$ cat src/rtl/fetch_decode_pipe.sv
// fetch_decode_pipe: PC, IF/ID and ID/EX registers responding to load-use stalls and taken-branch flushes.
module fetch_decode_pipe #(
    parameter int WIDTH = 32,
    parameter logic [WIDTH-1:0] RESET_PC = '0,
    parameter int CTRL_W = 10,
    parameter int CNT_W = 16
) (
    input  logic              clk,
    input  logic              reset,
    input  logic              pc_write,
    input  logic              if_id_write,
    input  logic              pipe_stall,
    input  logic              branch_taken,
    input  logic [WIDTH-1:0]  branch_target,
    input  logic [WIDTH-1:0]  imem_instr,
    input  logic [CTRL_W-1:0] id_ctrl,
    input  logic              id_memread,
    input  logic [4:0]        id_rt,
    output logic [WIDTH-1:0]  pc,
    output logic [WIDTH-1:0]  if_id_instr,
    output logic [WIDTH-1:0]  if_id_pc4,
    output logic              if_id_valid,
    output logic [CTRL_W-1:0] id_ex_ctrl,
    output logic              id_ex_memread,
    output logic [4:0]        id_ex_rt,
    output logic              id_ex_valid,
    output logic [CNT_W-1:0]  stall_count,
    output logic [CNT_W-1:0]  flush_count
);
    logic             accept;
    logic [WIDTH-1:0] pc_plus4;
    assign accept   = branch_taken && !pipe_stall;
    assign pc_plus4 = pc + WIDTH'(4);

    always_ff @(posedge clk) begin
        if (reset) begin
            pc            <= RESET_PC;
            if_id_instr   <= '0;
            if_id_pc4     <= '0;
            if_id_valid   <= 1'b0;
            id_ex_ctrl    <= '0;
            id_ex_memread <= 1'b0;
            id_ex_rt      <= '0;
            id_ex_valid   <= 1'b0;
            stall_count   <= '0;
            flush_count   <= '0;
        end else begin
            if (pc_write)
                pc <= accept ? (branch_target & ~WIDTH'(3)) : pc_plus4;
            if (accept) begin
                if_id_instr <= '0;
                if_id_pc4   <= '0;
                if_id_valid <= 1'b0;
            end else if (if_id_write) begin
                if_id_instr <= imem_instr;
                if_id_pc4   <= pc_plus4;
                if_id_valid <= 1'b1;
            end
            // an empty ID slot is forced to a bubble so it cannot raise a false hazard
            if (pipe_stall || !if_id_valid) begin
                id_ex_ctrl    <= '0;
                id_ex_memread <= 1'b0;
                id_ex_rt      <= '0;
                id_ex_valid   <= 1'b0;
            end else begin
                id_ex_ctrl    <= id_ctrl;
                id_ex_memread <= id_memread;
                id_ex_rt      <= id_rt;
                id_ex_valid   <= 1'b1;
            end
            if (pipe_stall && stall_count != '1)
                stall_count <= stall_count + CNT_W'(1);
            if (accept && flush_count != '1)
                flush_count <= flush_count + CNT_W'(1);
        end
    end
endmodule

$ cat config.mk
export PLATFORM = sky130hd
export DESIGN_NAME = fetch_decode_pipe
export DESIGN_NICKNAME = d
export VERILOG_FILES = /design/src/rtl/fetch_decode_pipe.sv
export SDC_FILE = /design/constraint.sdc
export NUM_CORES = 1
export LEC_CHECK = 0
export ABC_AREA = 0
export CAP_MARGIN = 30
export CORE_MARGIN = 5
export CORE_UTILIZATION = 46
export CTS_BUF_LIST = sky130_fd_sc_hd__clkbuf_4 sky130_fd_sc_hd__clkbuf_8
export CTS_CLUSTER_SIZE = 20
export DETAILED_ROUTE_END_ITERATION = 12
export GPL_TIMING_DRIVEN = 0
export HOLD_SLACK_MARGIN = 0.15
export PLACE_DENSITY = 0.82
export SYNTH_ARGS = -nofsm -noshare
export SYNTH_HDL_FRONTEND = slang
export SYNTH_SLANG_ARGS = --single-unit
$ cat constraint.sdc
create_clock -name clk -period 2.45 [get_ports clk]
set_clock_uncertainty 0.15 [all_clocks]
set_input_delay 0.245 -clock clk [delete_from_list [all_inputs] [get_ports clk]]
set_output_delay 0.245 -clock clk [all_outputs]
set_load 0.005 [all_outputs]
## Word-level counts from Yosys, hierarchy flattened

Cells that the tools add are included.

- Add/subtract/negate cells: 3
- $mul: 0
- Div/mod/pow operators: 0
- Magnitude comparators: 0
- Equality and inequality tests: 2
- Shifts and indexed selects: 0
- Mux-type cells: 2
- Bitwise gates (word level): 0
- Reduce and logical (&&, ||, !) cells: 8

Operators with widths:

| kind | count |
|---|---|
| adder 16 x 1 -> 16 bit (second input constant) | 2 |
| adder 32 x 3 -> 32 bit (second input constant) | 1 |
| 2-to-1 mux 32 bit | 1 |
| != test 16 bit (second input constant) | 2 |
| OR reduction 2 bit | 2 |
| logical AND 1 bit | 3 |
| logical NOT 1 bit | 2 |
| logical OR 1 bit | 1 |
| 2-to-1 mux 1 bit | 1 |

- Register bits: 146
- Bits in latches: 0
- Bits in writable memories: 0
- Memory bits (read-only): 0
- Input port bits: 86
- Output and inout port bits: 146
- Logic and storage cells: 25
- Memories: 0

## Depth between registers and ports, before layout

- Depth in word-level cells: 3
- Gate-level depth with buffers: 7
- Mapped depth without buffers: 6

## Worst setup path after synthesis

No wires, ideal clock.

- Path kind: reg-to-reg
- Start point: register pc[2]
- End point: register pc[30]
- Setup time: 134 ps
- Arrival: 1816 ps
- Slack: 350 ps
- Cell stages (with the launch flop): 8
- Period minus slack after synthesis: 2100 ps
- Path through: dfxtp_1 ha_1 nand3_1 nor4_2 buf_2 nand4_1 mux2i_1 o22ai_1

- Longest elaborated chain between the ends: 2

Ends and longest elaborated chain:

| item | RTL line | source |
|---|---|---|
| start: declaration | 19 | `output logic [WIDTH-1:0] pc,` |
| start signal: assignment | 49 | `pc <= accept ? (branch_target & ~WIDTH'(3)) : pc_plus4;` |
| adder 32 x 3 -> 32 bit | 33 | `assign pc_plus4 = pc + WIDTH'(4);` |
| 2-to-1 mux 32 bit | 49 |  |

No other way between the ends.
A chain may end at the register's enable or synchronous reset.

## Worst setup path in the final report

- Start point: input port pipe_stall
- End point: register flush_count[1]

- Longest elaborated chain between the ends: 3

Ends and longest elaborated chain:

| item | RTL line | source |
|---|---|---|
| start: declaration | 12 | `input logic pipe_stall,` |
| logical NOT 1 bit | 32 | `assign accept = branch_taken && !pipe_stall;` |
| logical AND 1 bit | 32 |  |
| logical AND 1 bit | 73 | `if (accept && flush_count != '1)` |
| end signal: assignment | 74 | `flush_count <= flush_count + CNT_W'(1);` |
| end: declaration | 28 | `output logic [CNT_W-1:0] flush_count` |

No other way between the ends.

==> impl_metrics.yaml <==
finish:
  antenna_cells: 0
  layout-drive-gt1-share_pct: 6.067
  num-fill-cells: 1164
  nets: 1066
  stdcell_count: 1169
  area.growth.synth_to_final_pct: 45.76
  design_area_sq_mm: 0.009263
  utilization_pct: 67.51
clock_tree:
  cts_max_level: 4
  clk_pin_slew_ps: 80
  root_buffer: "clkbuf_8"
  tritoncts: "yes"
  clk_latency_ps: 450
  clock-sinks: 142
  cts_buffers: 17
  clk_path_buf_depth: 2
  cts_hold_buf: 0
worst_setup_path:
  timing.rr.start: "pc[12]"
  critPathKind: "input pin to register"
  arrival_ps: 2490
  end_kind: "register"
  cp_max_fo: 10
  worst_setup_path_start_kind: "input pin"
  crit_path_start: "pipe_stall"
  cp.required_ps: 2620
flow_run:
  cap_violations: 0
logic_synthesis:
  ys_async_sr_fraction_pct: 0
  synth_adder_area_share_pct: 0.5907
  synth_compound_area_share_pct: 15.36
  post_synth.cell_area_avg_sq_um: 8.717
  yosys.cell_types.count: 59
  synth_edf_count: 0
  ys_seq_area_share_pct: 44.73
  synth-simple-area-share_pct: 22.45
  synthMuxAreaShare_pct: 6.537
  synthesis.area_sq_mm: 0.006355
  netlist_instances: 729
  synth_flop_cell: "dfxtp_1"
  yosys_warnings: 0
  synth_seq_cells: 142
  synth_top_family_by_area: "simple AND/OR/NAND/NOR gates"
  synth_xor_area_share_pct: 6.340
timing:
  finalSetupTns_ps: 0
  max_freq_mhz: 430.6
  finalCriticalPeriod_ps: 2322
  finalMaxSlewViolations: 0
  period_share_pct: 94.79
  hold_viol: 0
  finalSetupViolations: 0
  slew-limit-headroom_pct: 47.02
  rsz0062_at_grt: "no"
  worstMarginPinSlew_ps: 791.8
placement:
  io_buffers: 225
  post-dp-hpwl_mm: 15.14
  gp_congestion: 0.9466
  dpl.cell_count: 1137
  postPlaceCellArea_sq_mm: 0.008843
outcome:
  status: "finished clean"
power_and_ir_drop:
  cellPowerDensity_mw_per_mm2: 537.2
  finalPower_mw: 4.976
  leakage_nw: 3.392
  peakVddDrop_v: 0.0003120
global_routing:
  antenna_found_initial: 0
  grt_pass1_wl_mm: 32.11
  grt_start_max_net_pins: 17
  gr-total-overflow: 0
  gr-usage-all-layers_pct: 24.86
  first_global_vias: 6138
routing:
  firstDrtPassIters: 5
  drc: 0
  drtIter0Drc: 552
  ant_nets: 0
  dr_total_vias: 6333
  routed_wl_mm: 20.56
  via_per_inst: 5.417
  routedWlPerCell_microns: 17.59
hold_path:
  worstHoldPathType: "input pin to register"
  hold_path_startpoint: "id_ctrl[5]"
floorplanning:
  core_sq_mm: 0.01372
  dieArea_sq_mm: 0.01627
  start_util_pct: 46.32
  die_h_microns: 127.5
  die_x_microns: 127.5
  num_rows: 43
  num_io_pins: 232
## per-stage QoR
step / setup slack [ps] / hold slack, ps
finish: 127.6 / 200.7
global route: 13.76 / 182.1
CTS: 21.58 / 171.6
detailed placement: -689.0 / 329.9
global placement: -653.7 / 321.9
floorplan: 350.2 / 216.7
## repair_timing
item / CTS / global route
gates cloned: 0 / 0
pin swaps: 0 / 2
endpoints found under the setup margin: 10 / 30
buffers inserted: 0 / 1
resized for setup: 4 / 11
## flip-flops by register name, summed over array words and instances (netlist names)
| register | count |
|---|---|
| id_ex_ctrl | 10 |
| id_ex_rt | 5 |
| if_id_instr | 32 |
| if_id_valid | 1 |
| id_ex_valid | 1 |
| id_ex_memread | 1 |
| flush_count | 16 |
| pc | 30 |
| stall_count | 16 |
| if_id_pc4 | 30 |
## final cells by class
type	count	area, sq um	share of cell area, %
Timing Repair Buffer	226	2260	24.40
Clock buffer	20	256.5	2.769
Buffer	57	244.0	2.634
Tap cell	180	225.2	2.431
Inverter	4	15.01	0.1621
Clock inverter	11	120.1	1.297
Sequential cell	142	2844	30.70
Multi-Input combinational cell	529	3298	35.61
## synth_stat cells (all sizes together) (13+ instances only)
library cell,instances,area share (%)
xor2,31,4.3
xnor2,15,2.1
mux2i,40,6.3
o21ai,43,3.4
nand3,19,1.7
nor2,118,7.0
and2,19,1.9
dfxtp,142,45
nand2,44,2.6
a22oi,13,1.5
nand4,21,2.2
a21oi,36,2.9
clkbuf,45,2.7
## cell families after synthesis
kind of cell	count (synthesis)
fa+ha+maj	3
xor+xnor	46
other cells	1
mux	41
compound gates	150
flops	142
buf+inv	61
simple gates	285
## cells in the final DEF (no fill, tap or decap), types with 5 or more instances in the layout
master,Yosys,routed
clkdlybuf4s50_1,0,225
dfxtp_1,142,141
nor2_1,118,118
nand2_1,44,44
o21ai_0,42,42
clkbuf_1,44,40
mux2i_1,40,40
a21oi_1,35,35
xor2_1,31,31
nand4_1,20,20
and2_1,19,19
nand3_1,18,18
clkbuf_8,0,17
xnor2_1,15,15
a22oi_1,13,13
and3_1,12,12
a211oi_1,11,11
a22o_1,9,9
nor3_1,9,8
buf_4,4,6
nand2b_1,6,6
nor4_1,6,6
nand4b_1,6,6
clkbuf_2,1,5
and4_1,5,5
or3_1,5,5
nor2b_1,6,5
## metal layers
metal | routed length [microns] | part of all wire [%] | GRT usage, %
met3 | 1876 | 9.1 | 8.194
met2 | 9677 | 47 | 39.67
met5 | 0 | 0 | 0
met1 | 8446 | 41 | 31.30
met4 | 560 | 2.7 | 9.338
## critical path, stage by stage
cell and delay (ps):
clkdlybuf4s50_1 590, nor2b_2 350, clkbuf_1 430, buf_2 400, o21ai_0 240, mux2i_1 190
nor2_1 60
## power breakdown
| group | internal [mW] | total [mW] | switching [mW] |
|---|---|---|---|
| combinational | 0.385 | 0.690 | 0.304 |
| clock | 0.926 | 1.82 | 0.896 |
| sequential | 2.39 | 2.46 | 0.0712 |
## worst paths after layout
check,end,slack (ps),cells after the start
worst max-delay path,flush_count[1],130,7
worst min-delay path,id_ex_ctrl[5],200,2
worst max register to register,pc[25],150,6
worst min register to register,if_id_pc4[24],340,2
No activity file was read; power rests on OpenSTA's default activity.
